$ cat src/rtl/ras_ckpt_unit.sv
// ras_ckpt_unit: return address stack for the fetch-stage branch predictor.
// Circular stack of DEPTH return addresses with an in-order FIFO of CKPT_N
// snapshots. A snapshot restores top, count and the top entry, so wrong-path
// pushes that clobbered the top slot are undone on an execute-stage mispredict.
// Optional build macro: RAS_STATS_EN adds four 32-bit event counters read
// through dbg_sel/dbg_data. Without it, dbg_data is tied to zero.
//
// Checkpoint handshake: ckpt_req is a request that is never held off by
// back-pressure. ckpt_grant is high in the same cycle when the request is
// taken, and ckpt_tag then names the slot that was allocated. If ckpt_grant
// is low, nothing is allocated and the requester must not assume a snapshot
// exists.
module ras_ckpt_unit #(
  parameter int ADDR_W = 32,
  parameter int DEPTH  = 16,
  parameter int CKPT_N = 4
) (
  input  logic                      clk,
  input  logic                      reset,
  input  logic                      stall,
  input  logic                      lu_push,
  input  logic                      lu_pop,
  input  logic [ADDR_W-1:0]         lu_push_addr,
  output logic [ADDR_W-1:0]         pred_target,
  output logic                      pred_valid,
  input  logic                      ckpt_req,
  output logic                      ckpt_grant,
  output logic [$clog2(CKPT_N)-1:0] ckpt_tag,
  output logic                      ckpt_full,
  input  logic                      rs_valid,
  input  logic                      rs_mispred,
  input  logic [1:0]                dbg_sel,
  output logic [31:0]               dbg_data
);

  localparam int TW = $clog2(DEPTH);
  localparam int CW = $clog2(CKPT_N);

  // Stack storage and pointers
  logic [ADDR_W-1:0] stack_q [DEPTH];
  logic [TW-1:0]     top_q;
  logic [TW:0]       count_q;

  // Snapshot FIFO
  logic [TW-1:0]     snap_top   [CKPT_N];
  logic [TW:0]       snap_count [CKPT_N];
  logic [ADDR_W-1:0] snap_entry [CKPT_N];
  logic [CW-1:0]     head_q;
  logic [CW-1:0]     tail_q;
  logic [CW:0]       occ_q;

  logic fifo_empty;
  logic fifo_full;
  logic rec;
  logic rel;
  logic push_e;
  logic pop_e;
  logic grant;

  // Post-operation values for the stack
  logic [TW-1:0]     top_n;
  logic [TW:0]       count_n;
  logic [ADDR_W-1:0] entry_n;
  logic              wr_en;
  logic [TW-1:0]     wr_idx;
  logic              ovf_ev;
  logic              unf_ev;

  assign fifo_empty = (occ_q == '0);
  assign fifo_full  = (occ_q == (CW+1)'(CKPT_N));
  // A mispredict repairs from the oldest snapshot; a correct resolve frees it.
  assign rec    = rs_valid & rs_mispred & ~fifo_empty;
  assign rel    = rs_valid & ~rs_mispred & ~fifo_empty;
  assign push_e = lu_push & ~stall & ~rec;
  assign pop_e  = lu_pop & ~stall & ~rec;
  // A same-cycle correct resolve frees a slot, so a full FIFO can still grant.
  assign grant  = ckpt_req & ~stall & ~rec & ~reset &
                  (~fifo_full | (rs_valid & ~rs_mispred));

  assign pred_target = stack_q[top_q];
  assign pred_valid  = (count_q != '0);
  assign ckpt_grant  = grant;
  assign ckpt_tag    = tail_q;
  assign ckpt_full   = fifo_full;

  // Compute the post-op top/count/top-entry and the single stack write
  always_comb begin
    top_n   = top_q;
    count_n = count_q;
    entry_n = stack_q[top_q];
    wr_en   = 1'b0;
    wr_idx  = top_q;
    ovf_ev  = 1'b0;
    unf_ev  = 1'b0;
    if (push_e && pop_e && (count_q != '0)) begin
      // Tail call: replace the top entry in place.
      wr_en   = 1'b1;
      entry_n = lu_push_addr;
    end else if (push_e) begin
      top_n   = top_q + 1'b1;
      wr_en   = 1'b1;
      wr_idx  = top_q + 1'b1;
      entry_n = lu_push_addr;
      if (count_q == (TW+1)'(DEPTH)) begin
        ovf_ev = 1'b1;
      end else begin
        count_n = count_q + 1'b1;
      end
    end else if (pop_e) begin
      if (count_q != '0) begin
        top_n   = top_q - 1'b1;
        count_n = count_q - 1'b1;
        entry_n = stack_q[top_q - 1'b1];
      end else begin
        unf_ev = 1'b1;
      end
    end
  end

  // Stack entries: repair write on recovery, otherwise the lookup-side write
  always_ff @(posedge clk) begin
    if (!reset) begin
      if (rec) begin
        stack_q[snap_top[head_q]] <= snap_entry[head_q];
      end else if (wr_en) begin
        stack_q[wr_idx] <= lu_push_addr;
      end
    end
  end

  // Snapshot payload captured into the tail slot on grant
  always_ff @(posedge clk) begin
    if (!reset && grant) begin
      snap_top[tail_q]   <= top_n;
      snap_count[tail_q] <= count_n;
      snap_entry[tail_q] <= entry_n;
    end
  end

  // Pointers, count and FIFO bookkeeping
  always_ff @(posedge clk) begin
    if (reset) begin
      top_q   <= '0;
      count_q <= '0;
      head_q  <= '0;
      tail_q  <= '0;
      occ_q   <= '0;
    end else if (rec) begin
      top_q   <= snap_top[head_q];
      count_q <= snap_count[head_q];
      head_q  <= tail_q;
      occ_q   <= '0;
    end else begin
      top_q   <= top_n;
      count_q <= count_n;
      if (grant) tail_q <= tail_q + 1'b1;
      if (rel)   head_q <= head_q + 1'b1;
      if (grant && !rel)      occ_q <= occ_q + 1'b1;
      else if (!grant && rel) occ_q <= occ_q - 1'b1;
    end
  end

`ifdef RAS_STATS_EN
  logic [31:0] cnt_push;
  logic [31:0] cnt_pop;
  logic [31:0] cnt_flow;
  logic [31:0] cnt_rec;

  // Event counters: effective pushes, real pops, over/underflows, recoveries
  always_ff @(posedge clk) begin
    if (reset) begin
      cnt_push <= '0;
      cnt_pop  <= '0;
      cnt_flow <= '0;
      cnt_rec  <= '0;
    end else begin
      if (push_e)                        cnt_push <= cnt_push + 1'b1;
      if (pop_e && (count_q != '0))      cnt_pop  <= cnt_pop + 1'b1;
      if (ovf_ev || unf_ev)              cnt_flow <= cnt_flow + 1'b1;
      if (rec)                           cnt_rec  <= cnt_rec + 1'b1;
    end
  end

  // Counter readback mux
  always_comb begin
    dbg_data = '0;
    case (dbg_sel)
      2'd0: dbg_data = cnt_push;
      2'd1: dbg_data = cnt_pop;
      2'd2: dbg_data = cnt_flow;
      default: dbg_data = cnt_rec;
    endcase
  end
`else
  assign dbg_data = '0;
  logic unused_stats;
  assign unused_stats = &{1'b0, dbg_sel, ovf_ev, unf_ev};
`endif

endmodule

$ cat config.mk
export PLATFORM = sky130hd
export DESIGN_NAME = ras_ckpt_unit
export DESIGN_NICKNAME = d
export VERILOG_FILES = /design/src/rtl/ras_ckpt_unit.sv
export SDC_FILE = /design/constraint.sdc
export NUM_CORES = 1
export LEC_CHECK = 0
export ABC_AREA = 0
export CAP_MARGIN = 30
export CORE_ASPECT_RATIO = 1.1
export CORE_UTILIZATION = 62
export DETAILED_ROUTE_END_ITERATION = 10
export PLACE_DENSITY_LB_ADDON = 0.15
export SKIP_CTS_REPAIR_TIMING = 1
export SYNTH_ARGS = -nofsm -noshare
export SYNTH_HDL_FRONTEND = slang
export SYNTH_SLANG_ARGS = --single-unit
$ cat constraint.sdc
create_clock -name clk -period 7.6 [get_ports clk]
set_input_delay 0.76 -clock clk [delete_from_list [all_inputs] [get_ports clk]]
set_output_delay 0.76 -clock clk [all_outputs]
set_load 0.02 [all_outputs]
==> flow_summary_export.csv <==
group,metric,value,unit
route,drt_drc_violations_left,0,
setup_path,crit_type,"flip-flop to primary output",
pwr,pwr_density_cell,349.1,nW/um^2
route,vias,18080,
placed_design,portBuffers,76,
hold_path,whs_path_depth,2,
setup_path,cp.arrival,4.17,ns
synthesis,syn_inst,1720,
global_routing,grt_max_degree,103,
setup_path,slowest_stage,"dfxtp_4",
setup_path,crit_fanout,48,
route,first_pass_iters,5,
synthesis,avgSynthCellArea,18.58,um^2
synthesis,yosysWarnings,0,
cells_and_area,antenna_cells,0,
sta,hold_violations,0,
synthesis,synth.distinct_cells,62,
run,maxCapViolations,0,
setup_path,ff2ff_path_depth,10,
setup_path,required,6.84,ns
global_routing,grt_use_total,0.3075,
clock_tree,cts_htree_levels,3,
cells_and_area,syn_to_final_growth,11.85,%
synthesis,synth_top_flop_cell,"edfxtp_1",
sta,fmax,202.9,MHz
placed_design,dpl.hpwl,42520,um
sta,finClkSkew,0.01775,ns
synthesis,synth_seq_cells,694,
run_status,status,"finished clean",
sta,worst_pin_slew,0.9973,ns
setup_path,crit_chain,"buf_4 > buf_4 > buf_16 > mux4_2 > mux4_2 > clkdlybuf4s50_1",
route,first_iter_violations,2024,
sta,finalSetupViolations,0,
setup_path,cpPeakStageDelay,0.70,ns
clock_tree,cts_buffer_depth,3,
placed_design,gp_congestion,0.8228,
setup_path,crit_family,"buffers and inverters",
pwr,p_leak,0.01128,uW
synthesis,async_flop_share,0,
setup_path,startpoint_type,"flip-flop",
setup_path,cp-end-kind,"primary output",
clock_tree,tritoncts,"done",
floorplan,die_w,218.5,um
cells_and_area,layout_common_cells,"676 x edfxtp_1, 309 x mux4_2, 215 x nand2_1",
sta,slew-limit-headroom,0.3161,
floorplan,start_util,0.6334,
setup_path,rrSetupSlack,3.28,ns
global_routing,grt_pass1_vias,18320,
synthesis,seq_area_frac_synth,0.6463,
hold_path,min_path_type,"flip-flop to flip-flop",
global_routing,gr-total-overflow,0,
floorplan,core_region_area,50470,um^2
setup_path,path_buf_inv,4,
floorplan,ios,111,
floorplan,die_y,240.1,um
sta,finalSetupTns,0,ns
hold_path,hold_start,"head_q[0]",
clock_tree,root_buffer,"clkbuf_16",
sta,slew_violations,0,
cells_and_area,nFillCells,3117,
sta,period_share,0.6486,
clock_tree,cts_buffers,68,
setup_path,crit_path_start,"top_q[0]",
setup_path,rr_startpoint,"top_q[1]",
route,avgRoutedWirePerCell,30.81,um
synthesis,syn_area,31960,um^2
synthesis,synth_edf_count,676,
global_routing,antenna_found_initial,0,
route,drtAntennaViolNets,0,
cells_and_area,nets,1862,
cells_and_area,drive_above_1_share,0.2858,
clock_tree,clk_latency,0.60,ns
pwr,ir_drop,276.6,uV
sta,min_period,4.929,ns
clock_tree,clkTransAtPathRegs,0.06,ns
setup_path,path_depth,6,
route,finalWirelength,77580,um
floorplan,rows,86,
sta,rsz0062_at_grt,"false",
route,vias_per_cell,7.181,
global_routing,grt_pass1_wl,115900,um
floorplan,die-area,52470,um^2
cells_and_area,final_common_cell,"edfxtp_1",
pwr,total_power,12480,uW
clock_tree,cts_sinks,694,
path summary, 6_finish.rpt:
kind                      end
max            pred_target[7]
min                 flip-flop
min reg2reg         flip-flop
max reg2reg  snap_entry[1][4]
routing by layer:
metal | up-vias | global-route usage | wire [um]
met1 | 9409 | 0.4167 | 28020
li1 | 7310 | - | -
met2 | 1183 | 0.5002 | 38730
met3 | 181 | 0.05667 | 8251
met5 | - | 0 | 0
met4 | 0 | 0.1221 | 2579
cells in the mapped netlist (all sizes together) (16+ instances only):
master  number  area [um^2]
nor2        25        93.84
buf         96        666.9
mux4       309         6959
mux2i       46        460.4
nand2      216        810.8
edfxtp     676        20300
o21ai       16        80.08
o221a       24        270.3
a32oi       23        201.4
nand3       26        135.1
dfxtp       18        360.4
nor3        23        120.1
clkbuf      53        198.9
a31oi       17        106.4
per-stage QoR:
stage            util  setup slack, ns  cells  area (um^2)  hold slack, ns
2_1_floorplan       -            2.297   1751        32080          0.5224
3_3_place_gp   0.6624            2.780   2390        33430          0.5446
3_5_place_dp   0.6650            2.738   2397        33560          0.5679
4_1_cts        0.7068            2.242   2515        35670          0.5813
5_1_grt        0.7085            2.431   2518        35750          0.6155
6_report       0.7085            2.671   2518        35750          0.5834
area by class of cell:
class | instances | area [um^2] | share of cell area
clock buffers | 83 | 1822 | 0.05095
clock inverters | 35 | 290.3 | 0.008119
inverters | 12 | 45.04 | 0.001260
multi-input cells | 896 | 10660 | 0.2981
flip-flops and latches | 694 | 20680 | 0.5783
well taps | 660 | 825.8 | 0.02310
repair buffers | 138 | 1436 | 0.04018
power by group:
group,total (uW),switching [uW],internal (uW)
Combinational,4320,2430,1890
Sequential,4910,147,4770
Clock,3250,1380,1870
Total,12500,3960,8530
registers in the layout, indices dropped and copies added, names as in the netlist, named ones only:
register and cells:
snap_entry 128, top_q 4, ckpt_tag 2, snap_count 20, head_q 2, snap_top 16
occ_q 3, count_q 5, stack_q 512
kinds of logic after synthesis:
logic type	count (synthesis)	synth area share
flops	694	0.6463
mux	356	0.2325
simple gates	340	0.04756
buf+inv	161	0.02850
compound gates	143	0.03676
xor+xnor	15	0.004110
fa+ha+maj	10	0.004149
other cells	1	0.0001173
worst reg2reg max path, cell delays in order, from the launching register on:
cell	delay, ns
dfxtp_4	0.34
clkinv_1	0.57
ha_4	0.55
buf_4	0.76
buf_4	0.55
buf_16	0.33
mux4_2	0.42
nand2_1	0.08
nand2_1	0.05
o211ai_1	0.18
a31oi_1	0.17
(Power assumes the default switching activity.)
